===== config.mk =====
export PLATFORM = sky130hd
export DESIGN_NAME = pifo_reg_slots
export DESIGN_NICKNAME = d
export VERILOG_FILES = /design/src/rtl/pifo_reg_slots.sv
export SDC_FILE = /design/constraint.sdc
export NUM_CORES = 1
export LEC_CHECK = 0
export CAP_MARGIN = 10
export CORE_MARGIN = 2
export CORE_UTILIZATION = 40
export DETAILED_ROUTE_END_ITERATION = 10
export GPL_ROUTABILITY_DRIVEN = 0
export PLACE_DENSITY = 0.83
export SLEW_MARGIN = 10
export SYNTH_ARGS = -nofsm -noshare
export SYNTH_HDL_FRONTEND = slang
export SYNTH_SLANG_ARGS = --single-unit
export TNS_END_PERCENT = 50

===== constraint.sdc =====
create_clock -name clk -period 4.1 [get_ports clk]
set_input_delay 0.82 -clock clk [delete_from_list [all_inputs] [get_ports clk]]
set_output_delay 0.82 -clock clk [all_outputs]
set_load 0.03 [all_outputs]

===== src/rtl/pifo_reg_slots.sv =====
// pifo_reg_slots
//
// Slot storage for the PIFO register. Holds REG_WIDTH rank entries with
// per-slot valid bits and drives the flattened data/index/valid bus that the
// pairwise max reduction tree reads. This block is the only agent that sets
// or clears slot valid bits:
//   - Inserts use a valid/ready handshake and land in the lowest free slot.
//   - Removals name the slot index that the tree selected.
//
// Ports:
//   clk, rst      single clock; asynchronous active-high reset
//   ins_data      rank to insert
//   ins_valid     insert request
//   ins_ready     a slot is free (equals !full)
//   rem_valid     one-cycle removal request
//   rem_idx       slot to clear
//   data_out      slot i rank at bits [(i+1)*DATA_WIDTH-1 -: DATA_WIDTH]
//   idx_out       slot i field holds the constant i
//   vld_out       bit i set when slot i is occupied
//   count         number of occupied slots, 0..REG_WIDTH
//   full, empty   derived from count
//   rem_err       one-cycle pulse; a removal targeted an empty slot
//
// Optional feature, enabled by defining PIFO_REG_SLOTS_STATS_EN:
//   ins_cnt       saturating count of accepted inserts
//   rem_err_cnt   saturating count of rem_err pulses
// Without the macro these ports and their registers are absent.

module pifo_reg_slots #(
  parameter int REG_WIDTH  = 4,
  parameter int IDX_WIDTH  = 2,
  parameter int DATA_WIDTH = 8
) (
  input  logic                            clk,
  input  logic                            rst,
  input  logic [DATA_WIDTH-1:0]           ins_data,
  input  logic                            ins_valid,
  output logic                            ins_ready,
  input  logic                            rem_valid,
  input  logic [IDX_WIDTH-1:0]            rem_idx,
  output logic [REG_WIDTH*DATA_WIDTH-1:0] data_out,
  output logic [REG_WIDTH*IDX_WIDTH-1:0]  idx_out,
  output logic [REG_WIDTH-1:0]            vld_out,
  output logic [IDX_WIDTH:0]              count,
  output logic                            full,
  output logic                            empty,
`ifdef PIFO_REG_SLOTS_STATS_EN
  output logic                            rem_err,
  output logic [15:0]                     ins_cnt,
  output logic [15:0]                     rem_err_cnt
`else
  output logic                            rem_err
`endif
);

  logic [IDX_WIDTH-1:0] free_idx;
  logic                 ins_fire;
  logic                 rem_ok;
  logic                 rem_bad;

  // The index bus is plain wiring, so the tree receives a self-describing bus.
  for (genvar g = 0; g < REG_WIDTH; g++) begin : g_idx
    assign idx_out[g*IDX_WIDTH +: IDX_WIDTH] = IDX_WIDTH'(g);
  end

  // Status flags come straight from the occupancy count.
  assign full      = (count == (IDX_WIDTH+1)'(REG_WIDTH));
  assign empty     = (count == '0);
  assign ins_ready = !full;

  // Find the lowest free slot. The scan runs from the top down, so the last
  // match it records is the lowest index. The scan uses registered state
  // only, which is why a slot being removed this cycle is never chosen.
  always_comb begin
    free_idx = '0;
    for (int i = REG_WIDTH - 1; i >= 0; i--) begin
      if (!vld_out[i]) begin
        free_idx = IDX_WIDTH'(i);
      end
    end
  end

  // An insert needs a free slot. A removal is legal only on an occupied slot.
  assign ins_fire = ins_valid && ins_ready;
  assign rem_ok   = rem_valid && vld_out[rem_idx];
  assign rem_bad  = rem_valid && !vld_out[rem_idx];

  // Slot contents, valid bits, count and the error pulse.
  // - A removal clears only the valid bit; the stale rank stays in place
  //   because the tree ignores invalid slots.
  // - An insert and a removal can never target the same slot, so both valid
  //   bit updates can apply in the same cycle.
  always_ff @(posedge clk or posedge rst) begin
    if (rst) begin
      data_out <= '0;
      vld_out  <= '0;
      count    <= '0;
      rem_err  <= 1'b0;
    end else begin
      rem_err <= rem_bad;
      if (ins_fire) begin
        data_out[free_idx*DATA_WIDTH +: DATA_WIDTH] <= ins_data;
        vld_out[free_idx] <= 1'b1;
      end
      if (rem_ok) begin
        vld_out[rem_idx] <= 1'b0;
      end
      case ({ins_fire, rem_ok})
        2'b10:   count <= count + 1'b1;
        2'b01:   count <= count - 1'b1;
        default: count <= count;
      endcase
    end
  end

`ifdef PIFO_REG_SLOTS_STATS_EN
  // Saturating statistics counters; they hold at 0xFFFF instead of wrapping.
  always_ff @(posedge clk or posedge rst) begin
    if (rst) begin
      ins_cnt     <= '0;
      rem_err_cnt <= '0;
    end else begin
      if (ins_fire && ins_cnt != 16'hFFFF) begin
        ins_cnt <= ins_cnt + 16'd1;
      end
      if (rem_err && rem_err_cnt != 16'hFFFF) begin
        rem_err_cnt <= rem_err_cnt + 16'd1;
      end
    end
  end
`endif

endmodule


**Word-level counts from Yosys, hierarchy flattened**

Index checks and enable logic that the tools add are counted.

- Register bits: 40
- Output and inout bits: 51
- Input port bits: 14
- Word-level logic and storage cells: 42

- Order comparisons: 4
- Equality and inequality tests: 3
- Muxes and demuxes: 14
- Shift-type cells: 2
- Add/sub/neg operators: 3
- Bitwise gates (word level): 3
- Reduce and logical (&&, ||, !) cells: 9

Operators by type and width:

| kind | number |
|---|---|
| negator 5 -> 34 bit | 1 |
| variable shift 8 x 34 -> 32 bit (first input constant) | 1 |
| variable part select 8 x 34 -> 32 bit | 1 |
| bitwise mux 32 bit | 1 |
| 2-to-1 mux 2 bit | 4 |
| 2-to-1 mux 4 bit | 2 |
| less-than comparator 2 x 3 -> 1 bit (second input constant) | 2 |
| one-hot mux 3 bit (2 select lines) | 1 |
| logical AND 1 bit | 5 |
| AND 4 bit | 1 |
| demux 1 bit (select 2 bit) | 2 |
| greater-or-equal comparator 2 x 1 -> 1 bit (second input constant) | 2 |
| inverter 4 bit | 1 |
| OR 4 bit | 1 |
| adder 3 x 1 -> 3 bit (second input constant) | 1 |
| equality test 3 bit (second input constant) | 1 |
| logical NOT 3 bit | 1 |
| 2-to-1 mux 1 bit | 3 |
| subtractor 3 x 1 -> 3 bit (second input constant) | 1 |
| binary-select mux 1 bit (select 2 bit) | 1 |
| equality test 2 x 1 -> 1 bit (second input constant) | 1 |
| equality test 2 bit (second input constant) | 1 |
| logical NOT 1 bit | 2 |
| nonzero test 2 bit | 1 |

**Longest topological paths before layout**

Gate-level depths: netlist of the first run.

- Depth in word-level cells: 12
- Depth in mapped cells: 9
- Depth with buffers taken out: 8

**Worst setup path before layout of the first run**

OpenSTA, ideal clock, no wires.

- Path kind: input port to flip-flop
- Start point: in rem_idx[1]
- End point: reg count[2]
- Arrival time: 2,202 ps
- Setup slack: 1,762 ps
- Setup time: 136 ps
- Data required time: 3,964 ps
- Path buffers: 0
- Stages on the path: 8
- Cell sequence: mux4_2 > and2_1 > ha_1 > inv_1 > fa_1 > xor2_1 > nor2_1 > xor2_1

- Word-level cells in the longest chain between the ends: 5
- Elaborated cells on any way between the ends: 7
- Those cells by class: 2 x eq/ne; 3 x mux; 2 x reduce/logical

Ends and longest elaborated chain:

| item | RTL line | source |
|---|---|---|
| from (decl) | 40 | `input logic [IDX_WIDTH-1:0] rem_idx,` |
| binary-select mux 1 bit (select 2 bit) (*) | 85 | `assign rem_ok = rem_valid && vld_out[rem_idx];` |
| 2-to-1 mux 1 bit (implied by the code) (*) | 85 |  |
| logical AND 1 bit (*) | 85 |  |
| equality test 2 x 1 -> 1 bit or equality test 2 bit (tied branches) | 108 | `case ({ins_fire, rem_ok})` |
| one-hot mux 3 bit (2 select lines) or nonzero test 2 bit (tied branches) | -- |  |
| to (signal assigned) | 109 | `2'b10: count <= count + 1'b1;` |
| to (signal assigned) | 110 | `2'b01: count <= count - 1'b1;` |
| to (signal assigned) | 111 | `default: count <= count;` |
| to (decl) | 44 | `output logic [IDX_WIDTH:0] count,` |

Every way passes the cells marked *; elsewhere a longest branch is shown, timed or not. The select of a mux whose other input is x is not followed.
A chain may end at the register's enable or synchronous reset.

**Worst setup path after layout of the first run**

- Start point: reg count[1]
- End point: out full

- Word-level cells in the longest chain between the ends: 1

Ends and longest elaborated chain:

| item | RTL line | source |
|---|---|---|
| equality test 3 bit | 67 | `assign full = (count == (IDX_WIDTH+1)'(REG_WIDTH));` |
| to (decl) | 45 | `output logic full,` |

Every way passes these cells.

==> run summary, run 1 <==
DRC errors left - 0
Num CTS Buffers - 5
Fin crit period - 2.81 ns
Syn_area_per_cell - 10.4 sq um
Gr ovfl total - 0
Hold Path Sink - data_out[7]
Nets - 273
H-tree depth - 2
Crit path buf inv count - 2
Setup slack, reg-to-reg - 1.44 ns
Worst-path cell chain - or3b_1 -> inv_1 -> clkdlybuf4s50_1
Hold Crit Class - register to register
Fin crit share - 68.6%
Register area - 0.00100 sq mm
Setup crit end kind - output port
Setup CP Type - register to output port
Leak Pwr - 1.15 nW
Port Buffers - 56
Synth Flop Type - dfrtp_1
Outcome - finished clean
Antenna Nets Post-Route - 0
Initial antenna violation count - 0
Hold_buf cts - 0
Routed vias/inst - 5.15
Core box area - 0.00501 sq mm
Clock skew - 0.00896 ns
Worst setup SP type - register
Clock root buffer master - clkbuf_8
Synth Area in XOR/XNOR - 1.29%
HP Start - data_out[7]
CP max-delay cell - clkdlybuf4s50_1
R2r endpoint - data_out[21]
Syn. warnings - 0
RSZ-0062 raised after global routing - no
Vias in the first global route - 1587
Final Hold Fails - 0
Chip Width - 75.5 um
Area Growth Syn to Fin - 31.6%
Post-synthesis cell type count - 36
Setup crit start - count[1]
WL final - 4.75 mm
Cell family with most CP delay - buffers and inverters
Clk sinks - 40
Post_cts resized - 0
Final cell count without fillers - 320
Wire length per cell - 14.9 um
Vert. Die Dim - 75.5 um
Pwr Density - 709 mW/mm^2
R2r startpoint - vld_out[2]
Largest family of logic cells by synthesized area - compound AO/OA/AOI/OAI gates
CTS tree - yes
Max-cap violation count - 0
Post-synth design cell area - 0.00204 sq mm
Cells after Synth - 197
FF+latch count, synth - 40
Post-synth EDFFs - 0
Multiplexer area fraction after synthesis - 1.10%
Max Clk Rate - 0.355 GHz
CP max stage delay - 0.70 ns
Die area - 0.00570 sq mm
Clk_lat worst skew - 0.29 ns
Max-slew headroom - 46.1%
Post-Synth Adder-Cell Area - 5.88%
Worst EP required - 3.28 ns
Compound-cell area share of the yosys netlist - 19.2%
R2R cell count - 6
1st-iter DRT viols - 98
Largest net degree at the start of global routing - 41
Fin. max-slew vios - 0
Setup Buffers After CTS - 0
Inserted Diodes - 0
VDD IR max - 0.313 mV
Std-Cell Rows - 26
Vias post-DR - 1648
First-pass GRT wire length - 7.76 mm
Data arrival time of the worst path - 1.99 ns
Setup_tns - 0 ns
Maximum clock insertion buffer count - 2
DP HPWL - 3.45 mm
Drt pass-1 iters - 4
Total GRT Usage - 18.2%
Max FO, Critical Path - 9
Seq/Total Area, Yosys - 49.0%
Clk slew on worst S/H paths - 0.08 ns
Fraction of registers with async set/reset - 100%
I/O pins - 65
Setup violations, final - 0
Starting density of the core - 40.8%
Placed Cells - 313
Area of the multi-input gates - 875 sq um
Post-Synth Simple-Gate Area - 13.9%
Slew @ Worst Pin - 0.803 ns
Worst hold path depth - 1
Proportion of layout cells with a drive suffix above 1 - 5.20%
Layout filler cell count - 447
==> flip-flops by register name (all words and copies together) (netlist names) <==
signal,cells
data_out,32
vld_out,4
count,3
rem_err,1
==> stage by stage <==
step	instance area [sq um]	utilization, %	power, mW	setup slack, ns	hold WS [ns]
6_report	2690	53.7	1.91	1.29	0.498
5_1_grt	2690	53.7	2.04	1.14	0.519
4_1_cts	2690	53.7	1.91	1.27	0.502
3_5_place_dp	2610	52.1	1.66	1.08	0.476
3_3_place_gp	2610	52.1	1.63	1.16	0.484
2_1_floorplan	2070	-	1.33	1.76	0.658
==> synth_stat cells, types with 3 or more instances <==
cell,instances,area (sq um)
ha_1,8,100
inv_1,17,63.8
o21ai_0,9,45.0
o32ai_1,8,70.1
nor2b_1,4,25.0
buf_4,8,60.1
o31ai_1,8,60.1
nand3_1,12,60.1
nand2_1,20,75.1
buf_1,4,15.0
and3_1,8,50.1
o2bb2ai_1,8,70.1
dfrtp_1,40,1000
a32o_1,8,80.1
buf_6,3,33.8
a31oi_1,5,31.3
buf_2,3,15.0
==> metal layers <==
layer | vias up | global-route usage (%) | part of all wire [%]
met5 | - | 0 | 0
li1 | 796 | - | -
met4 | 0 | 6.82 | 1.4
met3 | 8 | 5.95 | 6.4
met1 | 785 | 25.1 | 44
met2 | 59 | 27.0 | 48
==> power breakdown <==
| group | internal [mW] | switching [mW] | leakage (nW) |
|---|---|---|---|
| registers | 0.493 | 0.0843 | 0.528 |
| clock network | 0.115 | 0.137 | 0.0400 |
| logic | 0.401 | 0.676 | 0.582 |
==> worst max-delay path by stage <==
stage / depth (start not counted) / to
floorplan: 8 / count[2]
global placement: 9 / count[2]
detailed placement: 9 / count[2]
CTS: 3 / full
global route: 6 / data_out[23]
finish: 3 / full
==> cell families (layout without fill, tap and decap cells) <==
group	after synthesis	in the layout
AO/OA/AOI/OAI	51	51
buffers and inverters	36	83
flip-flops	40	40
multiplexers	1	1
AND/OR/NAND/NOR	55	55
XOR/XNOR	3	3
adder cells (fa/ha/maj)	9	9
other	2	8
==> area by class of cell <==
cell class | count | area share, %
Inverter | 17 | 2.37
Timing Repair Buffer | 59 | 21.7
Clock inverter | 2 | 0.465
Tap cell | 70 | 3.25
Sequential cell | 40 | 37.2
Multi-Input combinational cell | 127 | 32.5
Clock buffer | 5 | 2.56
==> layout by cell type, fill, tap and decap left out, drive strengths merged, types with 8 or more instances in the layout <==
| cell type | Yosys | routed |
|---|---|---|
| a32o | 8 | 8 |
| and3 | 9 | 9 |
| clkdlybuf4s50 | 0 | 56 |
| conb | 2 | 8 |
| dfrtp | 40 | 40 |
| ha | 8 | 8 |
| inv | 17 | 17 |
| nand2 | 21 | 21 |
| nand3 | 12 | 12 |
| o21ai | 10 | 10 |
| o2bb2ai | 8 | 8 |
| o31ai | 8 | 8 |
| o32ai | 8 | 8 |
(Power assumes the default switching activity.)
==> inputs of run 2 (changes only) <==
- clock period: 4.1 -> 2.95 ns (I/O delays scaled with it)
==> run summary, run 2 (synthesis results as in run 1) <==
Max-slew headroom - 57.8%
Initial antenna violation count - 0
Worst EP required - 2.36 ns
Largest reg by FF count - data_out
Area Growth Syn to Fin - 32.4%
DP HPWL - 3.53 mm
Wire length per cell - 15.5 um
Antenna Nets Post-Route - 0
Die area - 0.00570 sq mm
Total GRT Usage - 19.2%
VDD IR max - 0.368 mV
Leak Pwr - 1.16 nW
Clk_lat worst skew - 0.30 ns
Clk slew on worst S/H paths - 0.07 ns
Clk sinks - 40
Max FO, Critical Path - 9
1st-iter DRT viols - 122
Biggest regs - data_out: 32 flops, vld_out: 4 flops, count: 3 flops
Final core occ - 54.0%
Outcome - finished clean
Port Buffers - 56
Max-cap violation count - 0
Setup violations, final - 0
Clock root buffer master - clkbuf_8
Data arrival time of the worst path - 2.13 ns
Most frequent cells in the layout - clkdlybuf4s50_1, dfrtp_1, nand2_1
RSZ-0062 raised after global routing - no
Most common cell after layout, fill and taps aside - clkdlybuf4s50_1
H-tree depth - 2
Post_cts resized - 0
Crit path buf inv count - 2
Drt pass-1 iters - 4
Worst setup SP type - register
Cell family with most CP delay - buffers and inverters
CP max stage delay - 0.72 ns
Worst-path cell chain - or3b_1 -> inv_1 -> clkdlybuf4s50_1
Pwr Density - 992 mW/mm^2
Chip Width - 75.5 um
Largest net degree at the start of global routing - 41
CP max-delay cell - clkdlybuf4s50_1
Setup crit end kind - output port
WL final - 4.99 mm
Fin. max-slew vios - 0
Std-Cell Rows - 26
Proportion of layout cells with a drive suffix above 1 - 5.95%
Vias post-DR - 1716
WHS - 0.494 ns
Slew @ Worst Pin - 0.630 ns
Hold_buf cts - 0
Max Clk Rate - 0.367 GHz
Hold Crit Class - register to register
Fin crit period - 2.72 ns
Num CTS Buffers - 5
Setup Buffers After CTS - 0
Gr ovfl total - 0
I/O pins - 65
Layout filler cell count - 465
Routed vias/inst - 5.33
Max FFs per register - 32
DRC errors left - 0
Starting density of the core - 40.8%
Nets - 275
CTS tree - yes
Clock skew - 0.00613 ns
Inserted Diodes - 0
Setup CP Type - register to output port
Vert. Die Dim - 75.5 um
Core box area - 0.00501 sq mm
Final Hold Fails - 0
Fin crit share - 92.3%
First-pass GRT wire length - 8.14 mm
Setup_tns - 0 ns
Vias in the first global route - 1677
Maximum clock insertion buffer count - 2
-- run 2: cell types whose count changed in the layout (fill, tap and decap cells not counted) --
cell / previous run / this run
buf_4: 3 / 5
-- run 2: worst reg2reg max path, delay by kind of cell (launching register included) --
family | cells | cell delay [ns]
buffers and inverters | 1 | 0.06
XOR/XNOR | 2 | 0.30
flip-flops | 1 | 0.42
AND/OR/NAND/NOR | 3 | 0.94
adder cells (fa/ha/maj) | 2 | 0.62
-- run 2: per-stage QoR --
step           instance area [sq um]  setup slack, ns  std cells  power, mW
2_1_floorplan                   2070            0.627        203       1.84
5_1_grt                         2710            0.110        322       2.88
4_1_cts                         2710            0.197        322       2.70
6_report                        2710            0.227        322       2.69
3_3_place_gp                    2630            0.246        315       2.30
3_5_place_dp                    2630            0.161        315       2.34
-- run 2: layer usage --
metal  wire length [um]  vias up  GRT usage (%)
met3                304       14           4.89
li1                   -      799              -
met2               2370       65           29.1
met5                  0        -              0
met4                132        0           8.77
met1               2180      838           26.1
-- run 2: layout make-up --
cell class / count / area [sq um] / area share (%)
Clock inverter: 2 / 12.5 / 0.462
Tap cell: 70 / 87.6 / 3.24
Clock buffer: 5 / 68.8 / 2.54
Inverter: 17 / 63.8 / 2.36
Multi-Input combinational cell: 127 / 875 / 32.3
Timing Repair Buffer: 61 / 598 / 22.1
Sequential cell: 40 / 1000 / 37.0
-- run 2: final timing paths --
path                              start           end  slack (ns)  cells after the start
min reg2reg                data_out[22]  data_out[22]        0.49                      1
max                            count[1]          full        0.23                      3
min in group asynchronous           rst      count[1]        0.72                      3
min                        data_out[22]  data_out[22]        0.49                      1
max in group asynchronous           rst  data_out[22]        1.88                      3
max reg2reg                    count[1]      count[2]        0.54                      8
-- run 2: power breakdown --
part | leakage (nW) | total (mW) | switching, mW | internal [mW]
clock | 0.0400 | 0.352 | 0.192 | 0.160
combinational | 0.591 | 1.53 | 0.953 | 0.575
sequential | 0.528 | 0.806 | 0.120 | 0.686
==> inputs of run 3 (changes only) <==
- CELL_PAD_IN_SITES_DETAIL_PLACEMENT: default -> 0
- CELL_PAD_IN_SITES_GLOBAL_PLACEMENT: default -> 1
- CORE_UTILIZATION: 40 -> 35
- PLACE_DENSITY: 0.83 -> default
- PLACE_DENSITY_LB_ADDON: default -> 0.12
==> run summary, run 3 (synthesis results as in run 1) <==
Outcome - finished clean
Largest net degree at the start of global routing - 41
Max-cap violation count - 0
Worst EP required - 2.36 ns
Worst setup SP type - register
Worst-path cell chain - or3b_1 -> inv_1 -> clkdlybuf4s50_1
Setup violations, final - 0
Pwr Density - 1030 mW/mm^2
Max-slew headroom - 56.0%
CTS tree - yes
Layout filler cell count - 559
Gr ovfl total - 0
Biggest regs - data_out: 32 flops, vld_out: 4 flops, count: 3 flops
Vias in the first global route - 1627
Fin crit period - 2.69 ns
Largest reg by FF count - data_out
Maximum clock insertion buffer count - 2
Most common cell after layout, fill and taps aside - clkdlybuf4s50_1
VDD IR max - 0.436 mV
Hold_buf cts - 0
First-pass GRT wire length - 8.25 mm
Post-route worst setup slack - 0.260 ns
Clock skew - 0.00726 ns
Most frequent cells in the layout - clkdlybuf4s50_1, dfrtp_1, nand2_1
Fin. max-slew vios - 0
Hold Crit Class - register to register
Setup CP Type - register to output port
Setup Buffers After CTS - 0
CP max-delay cell - clkdlybuf4s50_1
Vias post-DR - 1643
Clk slew on worst S/H paths - 0.08 ns
Max FO, Critical Path - 9
Post-placement setup slack - 0.197 ns
Area Growth Syn to Fin - 34.5%
Clock network power share - 18.5%
Antenna Nets Post-Route - 0
Comb power frac - 53.3%
Fin crit share - 91.2%
I/O pins - 65
Die area - 0.00647 sq mm
Max Clk Rate - 0.372 GHz
Setup_tns - 0 ns
H-tree depth - 2
Drt pass-1 iters - 4
Setup crit end kind - output port
Clk_lat worst skew - 0.29 ns
Clk sinks - 40
Internal power - 1.59 mW
Wire length per cell - 15.6 um
Chip Width - 80.4 um
Std-Cell Rows - 27
Routed vias/inst - 5.09
Num CTS Buffers - 5
Final core occ - 49.3%
Core box area - 0.00557 sq mm
Tot Pwr - 2.84 mW
Total GRT Usage - 16.8%
Inserted Diodes - 0
Initial antenna violation count - 0
Port Buffers - 56
Net Sw Power - 1.25 mW
DP HPWL - 3.60 mm
Clock root buffer master - clkbuf_8
Seq pwr share - 28.3%
Nets - 274
Proportion of layout cells with a drive suffix above 1 - 5.58%
DRC errors left - 0
Final Hold Fails - 0
Leak Pwr - 1.18 nW
Vert. Die Dim - 80.4 um
Data arrival time of the worst path - 2.10 ns
Cell family with most CP delay - buffers and inverters
Max FFs per register - 32
WL final - 5.05 mm
CP max stage delay - 0.71 ns
Starting density of the core - 36.7%
Switching part of the total - 44.1%
Post_cts resized - 0
Crit path buf inv count - 2
Slew @ Worst Pin - 0.657 ns
WHS - 0.497 ns
RSZ-0062 raised after global routing - no
1st-iter DRT viols - 63
==> run 3: metrics by stage <==
stage          cell area, sq um  cells
6_report                   2750    323
5_1_grt                    2750    323
4_1_cts                    2750    323
3_5_place_dp               2620    316
3_3_place_gp               2620    316
2_1_floorplan              2070    203
==> run 3: worst register-to-register path: cells and delay by family (launching register included) <==
family | cells | cell delay, ns
compound gates | 2 | 0.32
flops | 1 | 0.45
fa+ha+maj | 1 | 0.31
simple gates | 3 | 1.04
buf+inv | 1 | 0.19
==> run 3: layout make-up <==
class / count / area (sq um) / share of cell area, %
sequential: 40 / 1000 / 36.4
multi-input combinational: 127 / 875 / 31.8
timing repair buffer: 60 / 591 / 21.5
tap: 72 / 90.1 / 3.28
clock buffer: 5 / 68.8 / 2.50
inverter: 17 / 63.8 / 2.32
clock inverter: 2 / 60.1 / 2.18
==> run 3: worst paths after layout <==
path                                      to  slack, ns   startpoint  cells past startpoint
worst min-delay path             data_out[4]       0.50  data_out[4]                      1
worst max register to register  data_out[20]       0.56   vld_out[2]                      7
worst max-delay path                    full       0.26     count[1]                      3
min in group asynchronous        data_out[0]       0.73          rst                      3
max in group asynchronous         vld_out[1]       1.87          rst                      3
worst min register to register   data_out[4]       0.50  data_out[4]                      1
==> run 3: layer usage <==
metal  vias to the layer above  part of all wire [%]  global-route usage [%]  routed length, um
met3                        13                   6.1                    2.81                310
met2                        70                    42                    23.4               2130
met4                         0                   2.0                    6.61                 99
met5                         -                     0                       0                  0
li1                        800                     -                       -                  -
met1                       760                    50                    25.6               2510
==> run 3: power by group through the flow <==
stage | Sequential [mW] | Clock (mW) | Combinational [mW]
final | 0.803 | 0.525 | 1.51
after global routing | 0.829 | 0.565 | 1.65
after CTS | 0.804 | 0.537 | 1.53
after detailed placement | 0.814 | 0 | 1.52
after global placement | 0.816 | 0 | 1.52
after floorplan | 1.05 | 0 | 0.789
